$ cat config.mk
export PLATFORM = sky130hd
export DESIGN_NAME = vliw_regfile_2w4r
export DESIGN_NICKNAME = d
export VERILOG_FILES = /design/src/rtl/vliw_regfile_2w4r.sv
export SDC_FILE = /design/constraint.sdc
export NUM_CORES = 1
export LEC_CHECK = 0
export CORE_ASPECT_RATIO = 0.9
export CORE_MARGIN = 1
export CORE_UTILIZATION = 36
export DETAILED_ROUTE_END_ITERATION = 7
export PLACE_DENSITY = 0.55
export SYNTH_ARGS = -nofsm -noshare
export SYNTH_HDL_FRONTEND = slang
export SYNTH_SLANG_ARGS = --single-unit
export TNS_END_PERCENT = 1
$ cat constraint.sdc
create_clock -name clk -period 2.2 [get_ports clk]
set_input_delay 0.33 -clock clk [delete_from_list [all_inputs] [get_ports clk]]
set_output_delay 0.33 -clock clk [all_outputs]
set_load 0.02 [all_outputs]
$ cat src/rtl/vliw_regfile_2w4r.sv
// Two-write / four-read architectural register file for the two-slot VLIW
// datapath. Same-cycle writebacks are bypassed to all readers (slot 2 has
// priority over slot 1), and a per-register pending-write scoreboard drives
// per-slot stall requests. All state updates happen on the falling clock edge.
module vliw_regfile_2w4r #(
  parameter int NUM_REGS = 8,
  parameter int ADDR_W   = 3,
  parameter int DATA_W   = 32
) (
  input  logic                clk,
  input  logic                reset,
  input  logic                wr_en_1,
  input  logic [ADDR_W-1:0]   wr_addr_1,
  input  logic [DATA_W-1:0]   wr_data_1,
  input  logic                wr_en_2,
  input  logic [ADDR_W-1:0]   wr_addr_2,
  input  logic [DATA_W-1:0]   wr_data_2,
  input  logic                rd_en_a,
  input  logic [ADDR_W-1:0]   rd_addr_a,
  input  logic                rd_en_b,
  input  logic [ADDR_W-1:0]   rd_addr_b,
  input  logic                rd_en_c,
  input  logic [ADDR_W-1:0]   rd_addr_c,
  input  logic                rd_en_d,
  input  logic [ADDR_W-1:0]   rd_addr_d,
  output logic [DATA_W-1:0]   rd_data_a,
  output logic [DATA_W-1:0]   rd_data_b,
  output logic [DATA_W-1:0]   rd_data_c,
  output logic [DATA_W-1:0]   rd_data_d,
  input  logic                issue_en_1,
  input  logic [ADDR_W-1:0]   issue_dst_1,
  input  logic                issue_en_2,
  input  logic [ADDR_W-1:0]   issue_dst_2,
  output logic [NUM_REGS-1:0] busy_vec,
  output logic                hazard_1,
  output logic                hazard_2
);

  localparam int NUM_RD = 4;

  logic [NUM_REGS-1:0][DATA_W-1:0] regs_q;
  logic [NUM_REGS-1:0]             busy_q, busy_d;
  logic [NUM_REGS-1:0]             set_vec, clr_vec, effbusy;

  logic [NUM_RD-1:0][ADDR_W-1:0]   rd_addr;
  logic [NUM_RD-1:0][DATA_W-1:0]   rd_data;
  logic [NUM_RD-1:0]               rd_en;
  logic [NUM_RD-1:0]               rd_haz;

  assign rd_addr = {rd_addr_d, rd_addr_c, rd_addr_b, rd_addr_a};
  assign rd_en   = {rd_en_d,   rd_en_c,   rd_en_b,   rd_en_a};

  // Per-register issue (set) and writeback (clear) decode, plus next busy state.
  // A new producer issued while the old one retires keeps the bit set.
  always_comb begin
    set_vec = '0;
    clr_vec = '0;
    for (int i = 0; i < NUM_REGS; i++) begin
      set_vec[i] = (issue_en_1 && issue_dst_1 == ADDR_W'(i)) ||
                   (issue_en_2 && issue_dst_2 == ADDR_W'(i));
      clr_vec[i] = (wr_en_1 && wr_addr_1 == ADDR_W'(i)) ||
                   (wr_en_2 && wr_addr_2 == ADDR_W'(i));
    end
    busy_d  = set_vec | (busy_q & ~clr_vec);
    // A register being written this cycle is bypassed, so it does not stall.
    effbusy = busy_q & ~clr_vec;
  end

  // Per-port read mux with writeback bypass; slot 2 is later in program order.
  for (genvar p = 0; p < NUM_RD; p++) begin : g_rd
    always_comb begin
      if (wr_en_2 && wr_addr_2 == rd_addr[p])      rd_data[p] = wr_data_2;
      else if (wr_en_1 && wr_addr_1 == rd_addr[p]) rd_data[p] = wr_data_1;
      else                                         rd_data[p] = regs_q[rd_addr[p]];
      rd_haz[p] = rd_en[p] && effbusy[rd_addr[p]];
    end
  end

  assign rd_data_a = rd_data[0];
  assign rd_data_b = rd_data[1];
  assign rd_data_c = rd_data[2];
  assign rd_data_d = rd_data[3];
  assign hazard_1  = rd_haz[0] | rd_haz[1];
  assign hazard_2  = rd_haz[2] | rd_haz[3];
  assign busy_vec  = busy_q;

  // Register array and scoreboard; slot-2 write is applied last so it wins
  // an address conflict. Reset overrides any concurrent write or issue.
  always_ff @(negedge clk) begin
    if (reset) begin
      regs_q <= '0;
      busy_q <= '0;
    end else begin
      if (wr_en_1) regs_q[wr_addr_1] <= wr_data_1;
      if (wr_en_2) regs_q[wr_addr_2] <= wr_data_2;
      busy_q <= busy_d;
    end
  end

endmodule

==> results of run 1 <==
-- worst max path at each step --
stage                       startpoint       endpoint  slack, ns  depth (start not counted)
after floorplan            busy_vec[3]       hazard_2      -0.69                          4
after CTS                  regs_q[189]  rd_data_c[29]      -1.43                          7
after global placement     busy_vec[2]       hazard_1      -1.26                          5
after global routing       busy_vec[2]       hazard_1      -1.47                          5
after detailed placement  wr_addr_1[2]    regs_q[145]      -1.30                          7
final                      regs_q[165]   rd_data_b[5]      -1.42                          6
-- synth_stat cells, types with 8 or more instances --
cell type	number	area (µm²)
nand3_1	11	55.05
nor2_1	259	972.2
nand2_1	261	979.7
nand4_1	12	75.07
mux2i_1	390	3904
buf_2	78	390.4
mux4_2	259	5833
o21ai_0	216	1081
xnor2_1	16	140.1
clkbuf_1	196	735.7
buf_4	11	82.58
dfxtp_1	264	5285
a211oi_1	256	1922
buf_1	27	101.4
o21ai_1	40	200.2
xor2_1	8	70.07
-- power by group --
part,internal (mW),total [mW],switching (mW)
clock network,4.16,7.90,3.74
logic,2.39,4.97,2.58
registers,5.09,5.37,0.284
total,11.6,18.2,6.61
-- per-stage QoR --
step,TNS [ns],utilization [%],instance area [µm²]
floorplan,-177.56,-,22450
global placement,-413.65,47.79,29310
detailed placement,-429.16,47.79,29310
CTS,-194.88,51.19,31400
global route,-215.18,51.45,31560
finish,-193.77,51.46,31560
-- worst max-delay path: stages (launching register included) --
cell,delay (ns)
dfxtp_2,0.34
mux4_2,0.48
mux2i_1,0.21
nand2_1,0.08
o21ai_0,0.07
o21ai_0,0.12
clkdlybuf4s15_1,0.30
-- flip-flops by register name, summed over array words and instances (netlist names) --
name and cells:
regs_q 256, busy_vec 8
-- layout make-up --
cell class	count	area (µm²)
fill	5548	29770
multi-input combinational	1783	16130
timing repair buffer	645	6884
sequential	264	5418
clock inverter	287	1211
tap	792	991.0
clock buffer	37	925.9
inverter	1	3.754
antenna	1	2.502
-- routing by layer --
metal,up-vias,global-route usage (%),wire (µm)
met4,2,12.00,2656
met3,205,8.714,9356
met5,-,0,11
met1,11280,36.18,36790
met2,1244,44.29,41890
li1,10220,-,-
-- repair_timing --
| action | CTS | global route |
|---|---|---|
| pin swaps | 22 | 28 |
| resized for setup | 657 | 199 |
| endpoints found under the setup margin | 401 | 394 |
| hold buffers | 0 | 0 |
| setup buffers | 2 | 1 |
-- cells by family after synthesis --
kind of cell	synth area share [%]
mux	43.49
flops	23.61
xor+xnor	0.9389
compound gates	14.94
buf+inv	6.186
simple gates	10.84
==> reports/results.tsv, run 1 <==
metric	value	unit
RSZ-0062 raised after global routing	true	
commonest non-fill, non-tap cell in the layout	mux2i_1	
Synth warnings	0	
total power draw	18.25	mW
wire per inst	23.81	µm
die area	63190	µm²
Leak Pwr	14.09	nW
Worst R2R Path Depth	4	
count of cell types in the netlist	38	
Post-Syn Area	22390	µm²
Critical Path Fanout Max	5	
initial DRC count	2076	
DRC viols	0	
hold slack final	0.5762	ns
Final ANT Viol Nets	0	
syn_area_per_cell	9.459	µm²
Seq cells post-synth	264	
hold path startpoint	regs_q[84]	
# clock sinks	264	
GPL Wtd Cong	0.9538	
Ports	236	
Worst setup EP type	output port	
hold depth	2	
R2R Setup Slk	1.27	ns
initial antenna violation count	2	
die width	264.9	µm
Setup CP Type	reg2out	
Syn Inst Count	2367	
Critical R2R Launch	regs_q[90]	
CTS tree	yes	
CP Launch Type	flip-flop	
Worst-Margin Slew	0.4093	ns
port bufs	235	
Worst-path clk slew	0.04	ns
CP arrival	3.29	ns
pre-CTS setup slack	-1.298	ns
post-DP HPWL	61630	µm
setup ws final	-1.417	ns
Longest Clk Path Bufs	3	
DP Cell Count	3485	
max-cap check violation count	0	
Detailed Route WL	90710	µm
global-route wire length before repair	137500	µm
core area	61330	µm²
H-tree levels	2	
initial core utilization	36.50	%
max_slew headroom	72.57	%
Critical Path RT	1.87	ns
vias per inst	6.023	
most frequent cells in the layout	mux2i_1 (361), inv_1 (271), buf_4 (261)	
GR Overflow Total	0	
CTS buffer count	37	
worst hold path type	reg2reg	
Area Overhead vs Synth	40.97	%
largest net degree at the start of global routing	65	
vias in the first global route	23490	
die height	238.6	µm
Post-synth EDFFs	0	
Post-synth ARST share	0	%
Slew Limit Fails	0	
vias	22950	
Net Count, Synth	2465	
clk_skew	0	ns
All-Layer GR Usage	28.34	%
final setup violation count	360	
Final Hold Fails	0	
Worst-Skew Late Latency	0.59	ns
failing checks	negative setup slack	
maximum VDD drop	0.0004226	V
status	finished with violations	
power density over the cells	578.1	nW/µm²
row count	86	
top_reg_cell synth	dfxtp_1	
Hold Path End	regs_q[84]	
Seq/Total Area, Yosys	23.61	%
fin cells	3810	
share of layout cells above drive strength 1	34.17	%
root buffer cell	clkbuf_16	
drt first pass iters	5	
r2r endpoint	regs_q[90]	
number of nets in the final layout	3094	
Power figures use the tool's default switching activity.
==> inputs of run 2 (changes only) <==
Settings changed: CAP_MARGIN set to 30.
==> results of run 2 <==
No change in the layout: final DEF, timing and power equal those of run 1.
==> inputs of run 3 (changes only) <==
Settings changed: CORE_UTILIZATION 36 to 30, PLACE_DENSITY 0.55 to 0.47.
==> run 3 against run 2 <==
Utilization fell by 7.7 points. Die area rose by 20%. Final cell count rose by 4.3%. Non-clock buffer count fell by 8. Largest power group unchanged. Critical endpoint is now hazard_1. First-iteration DRC count fell by 5.6%. Sequential cell count did not move. Clock power barely moved. The run still ends with negative setup slack left. Worst setup slack got worse by 0.10 ns. Design area rose by 1.8%. Clock skew did not move. Sequential power barely moved.
==> reports/results.tsv, run 3 (synthesis results as in run 1) <==
metric	value	unit
clk_skew	0	ns
core area	73510	µm²
Slew Limit Fails	0	
max_slew headroom	71.62	%
number of flip-flops in the largest register	256	
Worst-Margin Slew	0.4257	ns
CTS buffer count	38	
storage element area	5446	µm²
Final Core Density	43.72	%
post-DP HPWL	67860	µm
commonest non-fill, non-tap cell in the layout	mux2i_1	
setup ws final	-1.521	ns
initial antenna violation count	0	
Critical Path Fanout Max	3	
failing checks	negative setup slack	
GR Overflow Total	0	
All-Layer GR Usage	25.28	%
hold path startpoint	regs_q[137]	
Final Hold Fails	0	
CP Launch Type	flip-flop	
global-route wire length before repair	144700	µm
row count	94	
Hold Path End	regs_q[137]	
share of layout cells above drive strength 1	35.94	%
Filler cells	6996	
Leak Pwr	14.07	nW
Worst-path clk slew	0.04	ns
power density over the cells	572.0	nW/µm²
Detailed Route WL	98160	µm
DRC viols	0	
worst hold path type	reg2reg	
initial DRC count	1960	
r2r endpoint	busy_vec[4]	
Worst-Skew Late Latency	0.61	ns
GPL Wtd Cong	0.8740	
vias in the first global route	23100	
hold depth	2	
number of nets in the final layout	3087	
Worst R2R Path Depth	4	
Critical Path RT	1.87	ns
largest net degree at the start of global routing	74	
R2R Setup Slk	1.25	ns
Setup CP Type	reg2out	
CTS tree	yes	
final setup violation count	331	
port bufs	235	
vias per inst	5.782	
status	finished with violations	
root buffer cell	clkbuf_16	
Worst setup EP type	output port	
pre-CTS setup slack	-1.340	ns
Most flops, register	regs_q	
RSZ-0062 raised after global routing	true	
maximum VDD drop	0.0003916	V
CP startpoint	busy_vec[0]	
Final ANT Viol Nets	0	
vias	22980	
die area	75730	µm²
max-cap check violation count	0	
Post-CTS Hold Buffers	0	
Longest Clk Path Bufs	3	
drt first pass iters	5	
total power draw	18.38	mW
H-tree levels	2	
wire per inst	24.70	µm
CP arrival	3.39	ns
Area Overhead vs Synth	43.53	%
Critical R2R Launch	busy_vec[4]	
Multi-input gate area	16370	µm²
# clock sinks	264	
die width	290.0	µm
Ports	236	
most frequent cells in the layout	mux2i_1 (347), inv_1 (271), nand2_1 (259), mux4_2 (259), nor2_1 (257)	
die height	261.2	µm
initial core utilization	30.46	%
-- run 3: cell type report --
| type | count | share of cell area [%] |
|---|---|---|
| inverters | 1 | 0.01168 |
| well taps | 960 | 3.738 |
| multi-input cells | 1783 | 50.95 |
| flip-flops and latches | 264 | 16.95 |
| diodes | 1 | 0.007787 |
| clock buffers | 39 | 3.037 |
| clock inverters | 289 | 3.629 |
| repair buffers | 637 | 21.68 |
-- run 3: worst max path at each step --
stage                          endpoint  slack, ns
final                          hazard_1      -1.52
after global routing           hazard_1      -1.54
after CTS                 rd_data_a[28]      -1.51
after detailed placement       hazard_1      -1.34
after global placement         hazard_1      -1.35
after floorplan                hazard_2      -0.69
-- run 3: power breakdown --
| part | internal [mW] | switching, mW |
|---|---|---|
| sequential | 5.09 | 0.300 |
| clock | 4.08 | 3.83 |
| combinational | 2.42 | 2.67 |
| total | 11.6 | 6.80 |
-- run 3: repair_timing --
item | 4_1_cts | 5_1_grt
setup buffers | 2 | 0
resized for setup | 580 | 325
pin swaps | 25 | 94
endpoints found under the setup margin | 402 | 365
-- run 3: layer usage --
| layer | track usage (%) | wire length (µm) |
|---|---|---|
| met1 | 35.26 | 44170 |
| met2 | 37.96 | 43910 |
| met3 | 6.518 | 8279 |
| met4 | 8.363 | 1789 |
| met5 | 0 | 0 |
-- run 3: worst max-delay path: stages (launching register included) --
cell	delay, ns
dfxtp_4	0.35
nand3b_4	0.09
mux4_2	0.47
or3b_1	0.37
nand4b_1	0.23
buf_6	0.17
-- run 3: per-stage QoR --
step | cells | hold slack, ns | area (µm²) | setup TNS (ns)
2_1_floorplan | 2367 | 0.5348 | 22450 | -177.56
3_3_place_gp | 3644 | 0.5643 | 29430 | -430.78
3_5_place_dp | 3644 | 0.5752 | 29430 | -442.87
4_1_cts | 3973 | 0.5813 | 31730 | -196.28
5_1_grt | 3973 | 0.5963 | 32130 | -205.52
6_report | 3974 | 0.5695 | 32130 | -190.95
